## config.mk

```make
export PLATFORM = sky130hd
export DESIGN_NAME = ascon_fsm
export DESIGN_NICKNAME = d
export VERILOG_FILES = /design/src/rtl/ascon_pack.sv /design/src/rtl/ascon_round_counter.sv /design/src/rtl/ascon_fsm.sv
export SDC_FILE = /design/constraint.sdc
export NUM_CORES = 1
export LEC_CHECK = 0
export BUFFER_PORTS_ARGS = -buffer_cell sky130_fd_sc_hd__buf_4
export CAP_MARGIN = 40
export CORE_ASPECT_RATIO = 0.7
export CORE_UTILIZATION = 50
export CTS_CLUSTER_SIZE = 16
export DETAILED_ROUTE_END_ITERATION = 8
export PLACE_DENSITY = 0.78
export SYNTH_ARGS = -nofsm -noshare
export SYNTH_HDL_FRONTEND = slang
export SYNTH_HIERARCHICAL = 1
export SYNTH_SLANG_ARGS = --single-unit
```

## constraint.sdc

```tcl
create_clock -name clock_i -period 3.9 [get_ports clock_i]
set_input_delay 0.195 -clock clock_i [delete_from_list [all_inputs] [get_ports clock_i]]
set_output_delay 0.195 -clock clock_i [all_outputs]
set_load 0.005 [all_outputs]
```

## src/rtl/ascon_pack.sv

```systemverilog
// ascon_pack: shared constants and types for the ASCON-128 sequencing controller.
//   - xor_up / xor_down mode encodings driven to the permutation datapath
//   - permutation round counts (p12 / p6) and derived round indices
//   - controller state enum and the bundle of per-cycle control outputs
package ascon_pack;

    // xor_up modes (S0 ^= data, S1S2 ^= K)
    localparam logic [1:0] UP_NONE     = 2'd0;
    localparam logic [1:0] UP_DATA     = 2'd1;
    localparam logic [1:0] UP_KEY      = 2'd2;
    localparam logic [1:0] UP_DATA_KEY = 2'd3;

    // xor_down modes (S3S4 ^= K, S4 ^= 1)
    localparam logic [1:0] DOWN_NONE     = 2'd0;
    localparam logic [1:0] DOWN_KEY      = 2'd1;
    localparam logic [1:0] DOWN_DSEP     = 2'd2;
    localparam logic [1:0] DOWN_KEY_DSEP = 2'd3;

    localparam logic [3:0] ROUNDS_A = 4'd12;
    localparam logic [3:0] ROUNDS_B = 4'd6;

    // p6 runs the last six round constants of p12, so it starts at 12-6
    localparam logic [3:0] ROUND_FIRST_A = 4'd0;
    localparam logic [3:0] ROUND_FIRST_B = ROUNDS_A - ROUNDS_B;
    localparam logic [3:0] ROUND_LAST    = ROUNDS_A - 4'd1;

    typedef enum logic [2:0] {
        ST_IDLE    = 3'd0,
        ST_INIT    = 3'd1,
        ST_WAIT_AD = 3'd2,
        ST_AD      = 3'd3,
        ST_WAIT_PT = 3'd4,
        ST_PT      = 3'd5,
        ST_FINAL   = 3'd6,
        ST_DONE    = 3'd7
    } state_t;

    typedef struct packed {
        logic       select;
        logic       enable_state;
        logic [1:0] etat_up;
        logic [1:0] etat_down;
        logic       enable_cipher;
        logic       enable_tag;
        logic       data_ready;
        logic       busy;
        logic       done;
    } ctrl_t;

    localparam ctrl_t CTRL_NONE = ctrl_t'(11'd0);

endpackage

```

## src/rtl/ascon_round_counter.sv

```systemverilog
// ascon_round_counter: 4-bit permutation round index.
//   clock_i      : system clock
//   reset_i      : synchronous active-high reset (count -> 0)
//   load_i       : load load_value_i (0 for p12, 6 for p6); has priority
//   load_value_i : value to load
//   enable_i     : advance by one round
//   count_o      : registered round index
//   count_next_o : value the index takes at the next edge
//   last_o       : registered index is the final round (11)
module ascon_round_counter
    import ascon_pack::*;
(
    input  logic       clock_i,
    input  logic       reset_i,
    input  logic       load_i,
    input  logic [3:0] load_value_i,
    input  logic       enable_i,
    output logic [3:0] count_o,
    output logic [3:0] count_next_o,
    output logic       last_o
);

    logic [3:0] count_r;
    logic [3:0] count_next_s;

    // next round index: load wins over increment, otherwise hold
    always_comb begin
        count_next_s = count_r;
        if (load_i) begin
            count_next_s = load_value_i;
        end else if (enable_i) begin
            count_next_s = count_r + 4'd1;
        end else begin
            count_next_s = count_r;
        end
    end

    // round index register
    always_ff @(posedge clock_i) begin
        if (reset_i) begin
            count_r <= 4'd0;
        end else begin
            count_r <= count_next_s;
        end
    end

    assign count_o      = count_r;
    assign count_next_o = count_next_s;
    assign last_o       = (count_r == ROUND_LAST);

endmodule

```

## src/rtl/ascon_fsm.sv

```systemverilog
// ascon_fsm: sequencing controller for the ASCON-128 permutation datapath.
// Runs p12 init, p6 per AD block, p6 per plaintext block (last block goes
// into the p12 finalization) and pulses done_o once the tag is captured.
//   clock_i / reset_i       : clock, synchronous active-high reset
//   start_i                 : begin one encryption (only looked at in IDLE)
//   data_i / data_valid_i   : upstream 64-bit block and its valid
//   data_ready_o            : controller is waiting for a block
//   data_o                  : last accepted block (datapath xor_data_i)
//   select_o, round_o, enable_state_o, etat_up_o, etat_down_o,
//   enable_cipher_o, enable_tag_o : datapath control
//   cipher_valid_o          : enable_cipher_o delayed one cycle
//   busy_o / done_o         : not idle / tag valid pulse
// Control outputs are registered: they are decoded from the next state
// and next round index so that they line up with the state they describe.
module ascon_fsm
    import ascon_pack::*;
#(
    parameter int NB_AD = 1,
    parameter int NB_PT = 4
) (
    input  logic        clock_i,
    input  logic        reset_i,
    input  logic        start_i,
    input  logic [63:0] data_i,
    input  logic        data_valid_i,
    output logic        data_ready_o,
    output logic [63:0] data_o,
    output logic        select_o,
    output logic [3:0]  round_o,
    output logic        enable_state_o,
    output logic [1:0]  etat_up_o,
    output logic [1:0]  etat_down_o,
    output logic        enable_cipher_o,
    output logic        enable_tag_o,
    output logic        cipher_valid_o,
    output logic        busy_o,
    output logic        done_o
);

    // with NB_AD = 0 LAST_AD is 255 and is never reached
    localparam logic [7:0] LAST_AD = 8'(NB_AD - 1);
    localparam logic [7:0] LAST_PT = 8'(NB_PT - 1);
    localparam logic       HAS_AD  = (NB_AD > 0) ? 1'b1 : 1'b0;

    state_t      state_r;
    state_t      state_next_s;
    logic [7:0]  ad_cnt_r;
    logic [7:0]  ad_cnt_next_s;
    logic [7:0]  pt_cnt_r;
    logic [7:0]  pt_cnt_next_s;
    logic [63:0] data_r;
    logic [63:0] data_next_s;
    ctrl_t       ctrl_r;
    logic        cipher_valid_r;

    logic        cnt_load_s;
    logic [3:0]  cnt_value_s;
    logic        cnt_enable_s;
    logic [3:0]  round_s;
    logic [3:0]  round_next_s;
    logic        round_last_s;

    ascon_round_counter u_round_counter (
        .clock_i      (clock_i),
        .reset_i      (reset_i),
        .load_i       (cnt_load_s),
        .load_value_i (cnt_value_s),
        .enable_i     (cnt_enable_s),
        .count_o      (round_s),
        .count_next_o (round_next_s),
        .last_o       (round_last_s)
    );

    // control word for a given state/round; last_ad marks the final AD block
    function automatic ctrl_t decode_ctrl(input state_t st, input logic [3:0] rnd,
                                          input logic last_ad);
        ctrl_t c;
        c = CTRL_NONE;
        case (st)
            ST_IDLE: begin
                c = CTRL_NONE;
            end
            ST_INIT: begin
                c.busy         = 1'b1;
                c.enable_state = 1'b1;
                c.select       = (rnd == ROUND_FIRST_A);
                if (rnd == ROUND_LAST) begin
                    c.etat_down = HAS_AD ? DOWN_KEY : DOWN_KEY_DSEP;
                end else begin
                    c.etat_down = DOWN_NONE;
                end
            end
            ST_WAIT_AD, ST_WAIT_PT: begin
                c.busy       = 1'b1;
                c.data_ready = 1'b1;
            end
            ST_AD: begin
                c.busy         = 1'b1;
                c.enable_state = 1'b1;
                c.etat_up      = (rnd == ROUND_FIRST_B) ? UP_DATA : UP_NONE;
                c.etat_down    = ((rnd == ROUND_LAST) && last_ad) ? DOWN_DSEP : DOWN_NONE;
            end
            ST_PT: begin
                c.busy          = 1'b1;
                c.enable_state  = 1'b1;
                c.etat_up       = (rnd == ROUND_FIRST_B) ? UP_DATA : UP_NONE;
                c.enable_cipher = (rnd == ROUND_FIRST_B);
            end
            ST_FINAL: begin
                c.busy          = 1'b1;
                c.enable_state  = 1'b1;
                c.etat_up       = (rnd == ROUND_FIRST_A) ? UP_DATA_KEY : UP_NONE;
                c.enable_cipher = (rnd == ROUND_FIRST_A);
                c.etat_down     = (rnd == ROUND_LAST) ? DOWN_KEY : DOWN_NONE;
                c.enable_tag    = (rnd == ROUND_LAST);
            end
            ST_DONE: begin
                c.busy = 1'b1;
                c.done = 1'b1;
            end
            default: begin
                c = CTRL_NONE;
            end
        endcase
        return c;
    endfunction

    // next-state, counters, block latch and round counter commands
    always_comb begin
        state_next_s  = state_r;
        ad_cnt_next_s = ad_cnt_r;
        pt_cnt_next_s = pt_cnt_r;
        data_next_s   = data_r;
        cnt_load_s    = 1'b0;
        cnt_value_s   = ROUND_FIRST_A;
        cnt_enable_s  = 1'b0;
        case (state_r)
            ST_IDLE: begin
                if (start_i) begin
                    state_next_s  = ST_INIT;
                    ad_cnt_next_s = 8'd0;
                    pt_cnt_next_s = 8'd0;
                    cnt_load_s    = 1'b1;
                    cnt_value_s   = ROUND_FIRST_A;
                end else begin
                    state_next_s = ST_IDLE;
                end
            end
            ST_INIT: begin
                if (round_last_s) begin
                    state_next_s = HAS_AD ? ST_WAIT_AD : ST_WAIT_PT;
                end else begin
                    cnt_enable_s = 1'b1;
                end
            end
            ST_WAIT_AD: begin
                if (data_valid_i) begin
                    data_next_s  = data_i;
                    state_next_s = ST_AD;
                    cnt_load_s   = 1'b1;
                    cnt_value_s  = ROUND_FIRST_B;
                end else begin
                    state_next_s = ST_WAIT_AD;
                end
            end
            ST_AD: begin
                if (round_last_s) begin
                    ad_cnt_next_s = ad_cnt_r + 8'd1;
                    state_next_s  = (ad_cnt_r == LAST_AD) ? ST_WAIT_PT : ST_WAIT_AD;
                end else begin
                    cnt_enable_s = 1'b1;
                end
            end
            ST_WAIT_PT: begin
                if (data_valid_i) begin
                    data_next_s = data_i;
                    cnt_load_s  = 1'b1;
                    // the last plaintext block is absorbed by the finalization
                    if (pt_cnt_r == LAST_PT) begin
                        state_next_s = ST_FINAL;
                        cnt_value_s  = ROUND_FIRST_A;
                    end else begin
                        state_next_s = ST_PT;
                        cnt_value_s  = ROUND_FIRST_B;
                    end
                end else begin
                    state_next_s = ST_WAIT_PT;
                end
            end
            ST_PT: begin
                if (round_last_s) begin
                    pt_cnt_next_s = pt_cnt_r + 8'd1;
                    state_next_s  = ST_WAIT_PT;
                end else begin
                    cnt_enable_s = 1'b1;
                end
            end
            ST_FINAL: begin
                if (round_last_s) begin
                    state_next_s = ST_DONE;
                end else begin
                    cnt_enable_s = 1'b1;
                end
            end
            ST_DONE: begin
                state_next_s = ST_IDLE;
                cnt_load_s   = 1'b1;
                cnt_value_s  = ROUND_FIRST_A;
            end
            default: begin
                state_next_s = ST_IDLE;
            end
        endcase
    end

    // state, counters, data block and registered control outputs
    always_ff @(posedge clock_i) begin
        if (reset_i) begin
            state_r        <= ST_IDLE;
            ad_cnt_r       <= 8'd0;
            pt_cnt_r       <= 8'd0;
            data_r         <= 64'd0;
            ctrl_r         <= CTRL_NONE;
            cipher_valid_r <= 1'b0;
        end else begin
            state_r        <= state_next_s;
            ad_cnt_r       <= ad_cnt_next_s;
            pt_cnt_r       <= pt_cnt_next_s;
            data_r         <= data_next_s;
            ctrl_r         <= decode_ctrl(state_next_s, round_next_s, (ad_cnt_next_s == LAST_AD));
            cipher_valid_r <= ctrl_r.enable_cipher;
        end
    end

    assign data_ready_o    = ctrl_r.data_ready;
    assign data_o          = data_r;
    assign select_o        = ctrl_r.select;
    assign round_o         = round_s;
    assign enable_state_o  = ctrl_r.enable_state;
    assign etat_up_o       = ctrl_r.etat_up;
    assign etat_down_o     = ctrl_r.etat_down;
    assign enable_cipher_o = ctrl_r.enable_cipher;
    assign enable_tag_o    = ctrl_r.enable_tag;
    assign cipher_valid_o  = cipher_valid_r;
    assign busy_o          = ctrl_r.busy;
    assign done_o          = ctrl_r.done;

endmodule
```

==> summary.txt, run 1 <==
Timing
  • Final TNS setup: 0 ps
  • Worst slew margin: between 30 and 40%
  • Setup WS post-layout: just under 700 ps
  • Min Clock Period, post-route: between 3000 and 4000 ps
  • RSZ-0062 raised after global routing: no
  • Clock skew: just over 5 ps
  • Hold Violations, Final: 0
  • Final period util: just over 80%
  • Worst-margin pin slew: 946.0 ps
  • Final Setup Violations: 0
  • F_max: just over 300 MHz
  • Max-slew violations: 0

Routing
  • Drt initial violations: about 300
  • DR vias: roughly 4000
  • Final wirelength: about 11000 um
  • Pre-antenna DRT Iters: 6
  • Remaining antenna violation count: 0
  • WL per Instance: roughly 14 um
  • Via density: 5.317
  • Residual DRC: 22

Placement
  • RePlAce Congestion: ~0.88
  • Place WS: 754.1 ps
  • Port bufs: between 100 and 150
  • Placed Area: approximately 5300 um2
  • Post-DP HPWL: about 7700 um
  • Placed Instances: about 740

Synthesis
  • Post-synth EDFFs: 0
  • Syn_area_per_cell: 7.954 um2
  • Top FF cell, synth: dfxtp_1
  • Top-area cell type share of the netlist area: a little under half
  • Seq/Total Area, Yosys: 47.55%
  • Area leader, netlist: dfxtp_1
  • Distinct cells, synth: 56
  • Simple-Gate Fraction of Synth Area: between 20% and 30%
  • Ys Warns: 6
  • Xor and xnor fraction of the mapped netlist area: under 10%
  • Yosys reg bits: 99
  • FFs w/ async S/R, synth: 0%
  • Mux cell area share after synthesis: under 10%
  • Adder-cell area share of the yosys netlist: under 10%
  • Mapped cell area: 4168 um2
  • Top cells by area, synth: dfxtp_1, nand2_1, a21oi_1
  • Synth Area in Compound Gates: 15.43%
  • Largest family of logic cells by synthesized area: simple AND/OR/NAND/NOR gates
  • Synth Instances: 524

Global route
  • Largest net degree at the start of global routing: 58
  • Routing usage on met1: approximately a third
  • GRT overflow: 0
  • Grt peak-use layer: met2
  • GR Util All Layers: approximately a quarter
  • Routing usage on met3: 6.641%
  • Vias in the first global route: 3685
  • Initial antenna violation count: 0
  • Met2 usage: 41.19%
  • First-pass GRT wire length: 17880 um

Die
  • Rows: 27
  • Effective utilization at floorplan: 52.28%
  • Chip width: between 100 and 150 um
  • Boundary pin count: around 150
  • Die ar.: approximately 8700 um2
  • Core area: 7973 um2
  • Chip height: between 70 and 80 um

Clock network
  • Clock latency on the worst-skew pair: around 340 ps
  • # hold bufs at CTS: 0
  • CTS Sinks: 99
  • Postcts setup bufs: 0
  • CTS resizes: 0
  • Number of H-tree levels: 3
  • CTS tree: yes
  • Root buffer cell: clkbuf_16
  • CTS Buf Count: 9
  • CTS clk-pin slew, worst paths: around 70 ps
  • Max Buffers Root-to-Sink: 2

Cells and area
  • Design Area, Final: 5622 um2
  • Fillers: ~630
  • Synth-to-layout area growth: 34.88%
  • Most common cell after layout, fill and taps aside: nand2_1
  • Post-Route Utilization: between 70% and 80%
  • Layout net count: 724
  • Final Non-Filler Cells: about 760
  • Most frequent cells in the layout: nand2_1, buf_4, dfxtp_1, a21oi_1, nor2_1
  • Ant. Diodes: 0
  • Layout cells sized above 1: 27.40%

Setup path
  • CP Max Fanout: 19
  • Worst path required time: ~4100 ps
  • Kind of critical path: reg -> reg
  • Worst Setup End Kind: flop
  • CP arrival: ~3500 ps
  • Setup crit start kind: flop

Flow run
  • Maxcap violations: 0

Outcome
  • Violated checks: DRC
  • Status: finished, violations left

Min path
  • Hold Path Class: in -> reg

Power
  • Pwr/cell area: about 360 nW/um2
  • Leakage: 0.002293 uW
  • Maximum VDD drop: around 0.27 mV
## per-stage QoR
stage                     hold WS (ps)  power [uW]
after floorplan                  266.6        1095
after CTS                        89.73        2063
after global placement           441.6        1163
after global routing             88.75        2115
final                            96.78        2049
after detailed placement         447.4        1169
## area by class of cell
cell class	instances	area, um2	share of cell area [%]
flip-flops and latches	99	1982	35.25
well taps	101	126.4	2.248
multi-input cells	383	2007	35.70
repair buffers	152	1174	20.88
clock inverters	3	46.29	0.8235
clock buffers	13	260.3	4.629
inverters	7	26.28	0.4674
## synthesized netlist by cell type (all sizes together), types with 3 or more instances
cell    instances
nand2b          3
dfxtp          99
xnor2           4
nor2b           6
nor2           31
o21ai           9
buf             8
ha              4
a31oi           3
xor2            7
inv             7
clkbuf         28
nand3          12
nand2         152
nand4           8
a211oi          5
o32ai           3
mux2i           3
a21oi          80
nor4            4
nor3            5
and3            6
## report_power, final
group	switching (uW)	leakage, uW	internal [uW]	total, uW
clock network	367	0.000146	534	901
registers	8.38	0.000799	1020	1030
logic	53.8	0.00135	68.7	123
## path summary, 6_finish.rpt
path         startpoint             end  slack (ps)  cells after the start
max reg2reg  state_r[2]  etat_down_o[1]         680                      9
min          data_i[26]      data_o[26]         100                      3
max          state_r[2]  etat_down_o[1]         680                      9
min reg2reg  data_o[40]      data_o[40]         450                      2
## routing by layer
metal / vias up / share of wire (%)
met5: - / 0
met4: 0 / 2.3
met3: 22 / 7.4
met2: 145 / 45
met1: 1841 / 45
li1: 2022 / -
## sequential cells by signal (all words and copies together), names as in the netlist
signal and count:
data_ready_o 1, done_o 1, u_round_counter/count_o 4, etat_down_o 2, enable_state_o 1, ad_cnt_r 8
busy_o 1, enable_tag_o 1, enable_cipher_o 1, pt_cnt_r 8, state_r 3, data_o 64
cipher_valid_o 1, etat_up_o 2, select_o 1
## cell families (layout without fill, tap and decap cells)
family | count (synthesis) | in the layout
muxes | 5 | 5
AOI/OAI and AO/OA | 113 | 113
other | 1 | 2
adders and majority gates | 4 | 4
buffers and inverters | 43 | 175
and+or+nand+nor | 248 | 248
xor gates and xnor gates | 11 | 11
DFF | 99 | 99
## critical path, stage by stage (launching register included)
cell and delay [ps]:
dfxtp_1 700, mux2i_1 150, o31ai_1 780, nor2_1 120, mux2_4 300, a21oi_1 180, nor4bb_1 310, nand2_1 140
a21o_1 180, nor4_1 270
Power figures use the tool's default switching activity.
==> run 2: changes to the inputs <==
--- a/config.mk
+++ b/config.mk
@@ -8,10 +8,10 @@
 export BUFFER_PORTS_ARGS = -buffer_cell sky130_fd_sc_hd__buf_4
 export CAP_MARGIN = 40
 export CORE_ASPECT_RATIO = 0.7
-export CORE_UTILIZATION = 50
+export CORE_UTILIZATION = 45
 export CTS_CLUSTER_SIZE = 16
 export DETAILED_ROUTE_END_ITERATION = 8
-export PLACE_DENSITY = 0.78
+export PLACE_DENSITY = 0.74
 export SYNTH_ARGS = -nofsm -noshare
 export SYNTH_HDL_FRONTEND = slang
 export SYNTH_HIERARCHICAL = 1
==> constraint.sdc (replaced) <==
create_clock -name clock_i -period 2.75 [get_ports clock_i]
set_input_delay 0.1375 -clock clock_i [delete_from_list [all_inputs] [get_ports clock_i]]
set_output_delay 0.1375 -clock clock_i [all_outputs]
set_load 0.005 [all_outputs]
==> summary.txt, run 2 (same netlist as run 1, synthesis figures left out) <==
Outcome
  • Status: finished, final reports clean

Routing
  • Final wirelength: 10850 um (-0.46%)
  • Via density: 5.118 (-3.7%)
  • Remaining antenna violation count: 0 (unchanged)
  • Drt initial violations: 295 (-4.2%)
  • DR vias: 4018 (-0.30%)
  • Pre-antenna DRT Iters: 5 (-1)
  • WL per Instance: 13.82 um (-3.9%)
  • Residual DRC: 0 (-100%)

Clock network
  • Root buffer cell: clkbuf_16
  • Max Buffers Root-to-Sink: 2 (unchanged)
  • CTS clk-pin slew, worst paths: 70 ps (about the same)
  • CTS Buf Count: 9 (unchanged)
  • Postcts setup bufs: 0 (unchanged)
  • Number of H-tree levels: 3 (unchanged)
  • # hold bufs at CTS: 0 (unchanged)
  • CTS tree: yes
  • CTS Sinks: 99 (unchanged)
  • Clock latency on the worst-skew pair: 350 ps (about the same)

Global route
  • First-pass GRT wire length: 16150 um (-9.7%)
  • Vias in the first global route: 3426 (-7.0%)
  • GR Util All Layers: 21.66% (-3.8 points)
  • GRT overflow: 0 (unchanged)
  • Largest net degree at the start of global routing: 74 (+28%)
  • Initial antenna violation count: 0 (unchanged)

Min path
  • Worst Min Path Start: data_i[30]
  • Hold Path Class: in -> reg
  • WHS Path Cells: 3 (unchanged)
  • Hold worst-path end: data_o[30]

Setup path
  • CP Max Fanout: 4 (-15)
  • Worst Setup End Kind: flop
  • Kind of critical path: reg -> reg
  • CP arrival: 2800 ps (-660 ps)
  • Worst path required time: 3010 ps (-1130 ps)
  • R2R cell count: 10 (+1)
  • Setup crit start kind: flop
  • Reg2reg setup slack: 200 ps (-470 ps)
  • Setup crit start: u_round_counter/count_o[0]
  • Worst r2r dst: etat_down_o[1]
  • Worst r2r src: u_round_counter/count_o[0]

Power
  • Maximum VDD drop: 0.3734 mV (+39%)
  • Pwr/cell area: 495.5 nW/um2 (+36%)
  • Leakage: 0.002328 uW (+1.5%)

Flow run
  • Maxcap violations: 0 (unchanged)

Die
  • Rows: 28 (+3.7%)
  • Chip width: 117.0 um (+5.3%)
  • Chip height: 82.52 um (+5.3%)
  • Die ar.: 9657 um2 (+11%)
  • Effective utilization at floorplan: 47.78% (-4.5 points)
  • Boundary pin count: 148 (unchanged)
  • Core area: 8723 um2 (+9.4%)

Timing
  • Min Clock Period, post-route: 2546 ps (-676.1 ps)
  • Max-slew violations: 0 (unchanged)
  • Final period util: 92.57% (+10 points)
  • Clock skew: 6.300 ps (+1.268 ps)
  • Hold Violations, Final: 0 (unchanged)
  • Final TNS setup: 0 ps (unchanged)
  • F_max: 392.8 MHz (+27%)
  • Worst slew margin: 56.22% (+20 points)
  • Worst-margin pin slew: 656.7 ps (-289.3 ps)
  • Final Setup Violations: 0 (unchanged)

Cells and area
  • Post-Route Utilization: 65.26% (-5.3 points)
  • Most common cell after layout, fill and taps aside: buf_4
  • Layout net count: 732 (+1.1%)
  • Reg area: 1982 um2 (unchanged)
  • Most frequent cells in the layout: buf_4, nand2_1, dfxtp_1, a21oi_1, nor2_1
  • Fillers: 757 (+20%)
  • Ant. Diodes: 0 (unchanged)
  • Max FFs per register: 64 (unchanged)
  • Area of the multi-input gates: 2022 um2 (+0.75%)
  • Final Non-Filler Cells: 785 (+3.6%)
  • Layout cells sized above 1: 28.87% (+1.5 points)
  • Synth-to-layout area growth: 36.60%

Placement
  • RePlAce Congestion: 0.8572 (-3.0%)
  • Post-DP HPWL: 7698 um (about the same)
  • Placed Instances: 769 (+3.6%)
  • Port bufs: 147 (unchanged)
## run 2: cell count changes in the layout (fill, tap and decap cells not counted), sizes merged
cell,delta
clkinvlp,-1
bufinv,-1
clkinv,+3
clkbuf,-2
inv,+1
buf,+8
## run 2: what timing repair did
action	CTS	global route
endpoints found under the setup margin	0	1
resized for setup	0	3
hold endpoints to repair	0	0
## run 2: worst max-delay path by stage
stage / endpoint / slack (ps)
2_1_floorplan: etat_down_o[1] / 110
3_3_place_gp: etat_down_o[1] / 370
3_5_place_dp: etat_down_o[1] / 290
4_1_cts: etat_down_o[1] / 270
5_1_grt: etat_down_o[1] / -40
6_report: etat_down_o[1] / 200
## run 2: worst max-delay path, stage by stage, from the launching register on
cell,delay (ps)
dfxtp_1,340
ha_1,210
and3b_1,220
nor2_2,130
nand4_1,130
mux2_4,330
a21oi_1,190
nor4bb_2,330
nand2_1,130
a21o_1,190
nor4_2,250
## run 2: final cells by class
type	count	area share [%]
well taps	120	2.637
inverters	7	0.4615
repair buffers	160	21.67
clock buffers	11	4.264
multi-input cells	383	35.52
flip-flops and latches	99	34.81
clock inverters	5	0.6374
## run 2: power by group
| group | switching [uW] | internal (uW) | total [uW] |
|---|---|---|---|
| combinational | 82.9 | 103 | 186 |
| sequential | 7.46 | 1440 | 1450 |
| clock | 544 | 642 | 1190 |
| total | 634 | 2190 | 2820 |
## run 2: per-layer routing
layer  part of all wire, %  global-route usage, %
met3                   7.8                  7.372
met2                    46                  35.03
met4                   1.0                  6.076
met1                    45                  27.61
met5                     0                      0
## run 2: stage by stage
stage | worst slack, ps | power, uW | hold WS, ps | area [um2]
4_1_cts | 274.5 | 2845 | 27.45 | 5678
2_1_floorplan | 114.7 | 1553 | 209.1 | 4172
5_1_grt | -41.42 | 2915 | 29.67 | 5693
3_3_place_gp | 369.0 | 1657 | 384.3 | 5344
6_report | 204.3 | 2821 | 33.85 | 5693
3_5_place_dp | 285.4 | 1665 | 393.8 | 5399
==> run 3: changes to the inputs <==
--- a/config.mk
+++ b/config.mk
@@ -5,10 +5,12 @@
 export SDC_FILE = /design/constraint.sdc
 export NUM_CORES = 1
 export LEC_CHECK = 0
+export ABC_AREA = 1
 export BUFFER_PORTS_ARGS = -buffer_cell sky130_fd_sc_hd__buf_4
 export CAP_MARGIN = 40
 export CORE_ASPECT_RATIO = 0.7
 export CORE_UTILIZATION = 45
+export CTS_CLUSTER_DIAMETER = 150
 export CTS_CLUSTER_SIZE = 16
 export DETAILED_ROUTE_END_ITERATION = 8
 export PLACE_DENSITY = 0.74
==> summary.txt, run 3 <==
Timing
  • Min Clock Period, post-route: 2500 ps (-45.38 ps)
  • Worst slew margin: 53.76% (-2.5 points)
  • Final TNS setup: 0 ps (unchanged)
  • Max-slew violations: 0 (unchanged)
  • Final Setup Violations: 0 (unchanged)
  • Hold slack: 10.36 ps (-23.49 ps)
  • Hold Violations, Final: 0 (unchanged)
  • Worst-margin pin slew: 693.7 ps (+36.95 ps)
  • F_max: 399.9 MHz (+1.8%)
  • Clock skew: 8.116 ps (+1.816 ps)
  • Final period util: 90.92% (-1.7 points)

Setup path
  • Cells along the critical path: inv_2, nor2_2, nand3_2, nand2_2, inv_2, o211ai_1, inv_1, or2_2, nand2_2, inv_1, nor2_1, inv_1, nor4_2, nand3_1, o21ai_0
  • CP arrival: 2760 ps (-40 ps)
  • Worst path required time: 3010 ps (about the same)
  • Max stage delay on crit path: 500 ps (+160 ps)
  • CP Max Fanout: 6 (+2)
  • CP max stage cell: dfxtp_1
  • Worst Setup End Kind: flop
  • Kind of critical path: reg -> reg
  • Crit-path most repeated cell: inv_1
  • Setup crit start kind: flop

Global route
  • GRT overflow: 0 (unchanged)
  • Vias in the first global route: 3914 (+14%)
  • GR Util All Layers: 23.04% (+1.4 points)
  • Largest net degree at the start of global routing: 65 (-12%)
  • First-pass GRT wire length: 18270 um (+13%)
  • Initial antenna violation count: 0 (unchanged)

Flow run
  • Maxcap violations: 0 (unchanged)

Routing
  • Pre-antenna DRT Iters: 5 (unchanged)
  • DR vias: 4117 (+2.5%)
  • Via density: 4.895 (-4.4%)
  • Remaining antenna violation count: 0 (unchanged)
  • Drt initial violations: 255 (-14%)
  • Residual DRC: 0 (unchanged)
  • WL per Instance: 13.10 um (-5.2%)
  • Final wirelength: 11010 um (+1.5%)

Synthesis
  • Top-area cell type share of the netlist area: 46.82% (-0.73 points)
  • Distinct cells, synth: 33 (-41%)
  • Ys Warns: 6 (unchanged)
  • Seq/Total Area, Yosys: 46.82% (-0.73 points)
  • FFs w/ async S/R, synth: 0% (unchanged)
  • Top FF cell, synth: dfxtp_1
  • Mapped cell area: 4233 um2 (+1.6%)
  • Syn_area_per_cell: 7.387 um2 (-7.1%)
  • Top-count cell post-synth: nor2_1
  • Area leader, netlist: dfxtp_1
  • Commonest cells post-synth: nor2_1, dfxtp_1, nand2_1, o21ai_1, inv_1
  • Synth Instances: 573 (+9.4%)
  • Yosys reg bits: 99 (unchanged)
  • Top cells by area, synth: dfxtp_1, nor2_1, o21ai_1
  • Post-synth EDFFs: 0 (unchanged)

Cells and area
  • Layout cells sized above 1: 28.31% (-0.56 points)
  • Max FFs per register: 64 (unchanged)
  • Final Non-Filler Cells: 841 (+7.1%)
  • Layout net count: 785 (+7.2%)
  • Most common cell after layout, fill and taps aside: nor2_1
  • Reg area: 1982 um2 (unchanged)
  • Ant. Diodes: 0 (unchanged)
  • Fillers: 805 (+6.3%)
  • Synth-to-layout area growth: 33.28%
  • Area of the multi-input gates: 1893 um2 (-6.4%)
  • Most frequent cells in the layout: nor2_1, buf_4, dfxtp_1, nand2_1, o21ai_1

Die
  • Core area: 9107 um2 (+4.4%)
  • Rows: 29 (+3.6%)
  • Chip width: 117.9 um (+0.76%)
  • Die ar.: 9804 um2 (+1.5%)
  • Boundary pin count: 148 (unchanged)
  • Effective utilization at floorplan: 46.48% (-1.3 points)
  • Chip height: 83.15 um (+0.76%)

Power
  • Maximum VDD drop: 0.3284 mV (-12%)
  • Leakage: 0.002755 uW (+18%)
  • Pwr/cell area: 518.5 nW/um2 (+4.7%)

Placement
  • Port bufs: 147 (unchanged)
  • RePlAce Congestion: 0.9031 (+5.4%)
  • Post-DP HPWL: 7788 um (+1.2%)
  • Placed Instances: 826 (+7.4%)

Clock network
  • Number of H-tree levels: 3 (unchanged)
  • CTS tree: yes
  • Postcts setup bufs: 0 (unchanged)
  • Clock latency on the worst-skew pair: 340 ps (about the same)
  • CTS Buf Count: 9 (unchanged)
  • CTS Sinks: 99 (unchanged)
  • CTS resizes: 0 (unchanged)
  • CTS clk-pin slew, worst paths: 70 ps (about the same)
  • Max Buffers Root-to-Sink: 2 (unchanged)
  • # hold bufs at CTS: 0 (unchanged)
  • Root buffer cell: clkbuf_16

Outcome
  • Status: finished, final reports clean

Min path
  • Hold Path Class: in -> reg
## run 3: cell count changes after synthesis, moves of 8 or more
cell,change
nor2_1,+138
clkbuf_1,-22
inv_1,+31
a21oi_1,-65
nand3_1,+11
o21ai_0,+8
buf_6,+12
nand2_1,-84
nand2_2,+9
o21ai_1,+61
## run 3: stage by stage
| stage | setup WS [ps] | area (um2) | total power, uW | util [%] |
|---|---|---|---|---|
| 6_report | 249.7 | 5642 | 2925 | 61.95 |
| 3_5_place_dp | 148.1 | 5330 | 1686 | 58.52 |
| 4_1_cts | 122.6 | 5624 | 2950 | 61.75 |
| 2_1_floorplan | 304.5 | 4237 | 1575 | - |
| 3_3_place_gp | 289.3 | 5330 | 1682 | 58.52 |
| 5_1_grt | -8.073 | 5642 | 3041 | 61.95 |
## run 3: cells by family after synthesis
| logic type | Yosys count | synth area share (%) |
|---|---|---|
| simple gates | 297 | 30.24 |
| compound gates | 99 | 12.03 |
| flops | 99 | 46.82 |
| buf+inv | 70 | 9.015 |
| fa+ha+maj | 4 | 1.182 |
| xor+xnor | 3 | 0.6209 |
| other cells | 1 | 0.08859 |
## run 3: worst max-delay path, delay by kind of cell (launching register included)
family | cells | cell delay (ps)
DFF | 1 | 500
buffers and inverters | 5 | 400
and+or+nand+nor | 8 | 1210
AOI/OAI and AO/OA | 2 | 300
## run 3: per-layer routing
layer	routed length [um]	up-vias	global-route usage (%)	part of all wire [%]
met1	4751	1839	28.58	43
li1	-	2110	-	-
met4	184	0	7.343	1.7
met5	0	-	0	0
met2	5064	150	37.01	46
met3	1013	18	8.585	9.2
## run 3: path summary, 6_finish.rpt
| kind | endpoint | from | slack, ps | cells past startpoint |
|---|---|---|---|---|
| worst min-delay path | data_o[16] | data_i[16] | 10 | 3 |
| worst max register to register | enable_cipher_o | state_r[1] | 250 | 15 |
| worst min register to register | cipher_valid_o | enable_cipher_o | 440 | 2 |
| worst max-delay path | enable_cipher_o | state_r[1] | 250 | 15 |
## run 3: area by class of cell
type,count,area share [%]
clock buffer,12,4.369
clock inverter,3,0.8428
inverter,45,2.994
multi-input combinational,405,33.56
sequential,99,35.13
tap,124,2.750
timing repair buffer,153,20.36
## run 3: power by group
group	switching, uW	internal (uW)	leakage [uW]	total (uW)
combinational	101	99.6	0.00181	200
sequential	12.5	1450	0.000799	1460
clock	536	731	0.000143	1270
total	649	2280	0.00276	2930
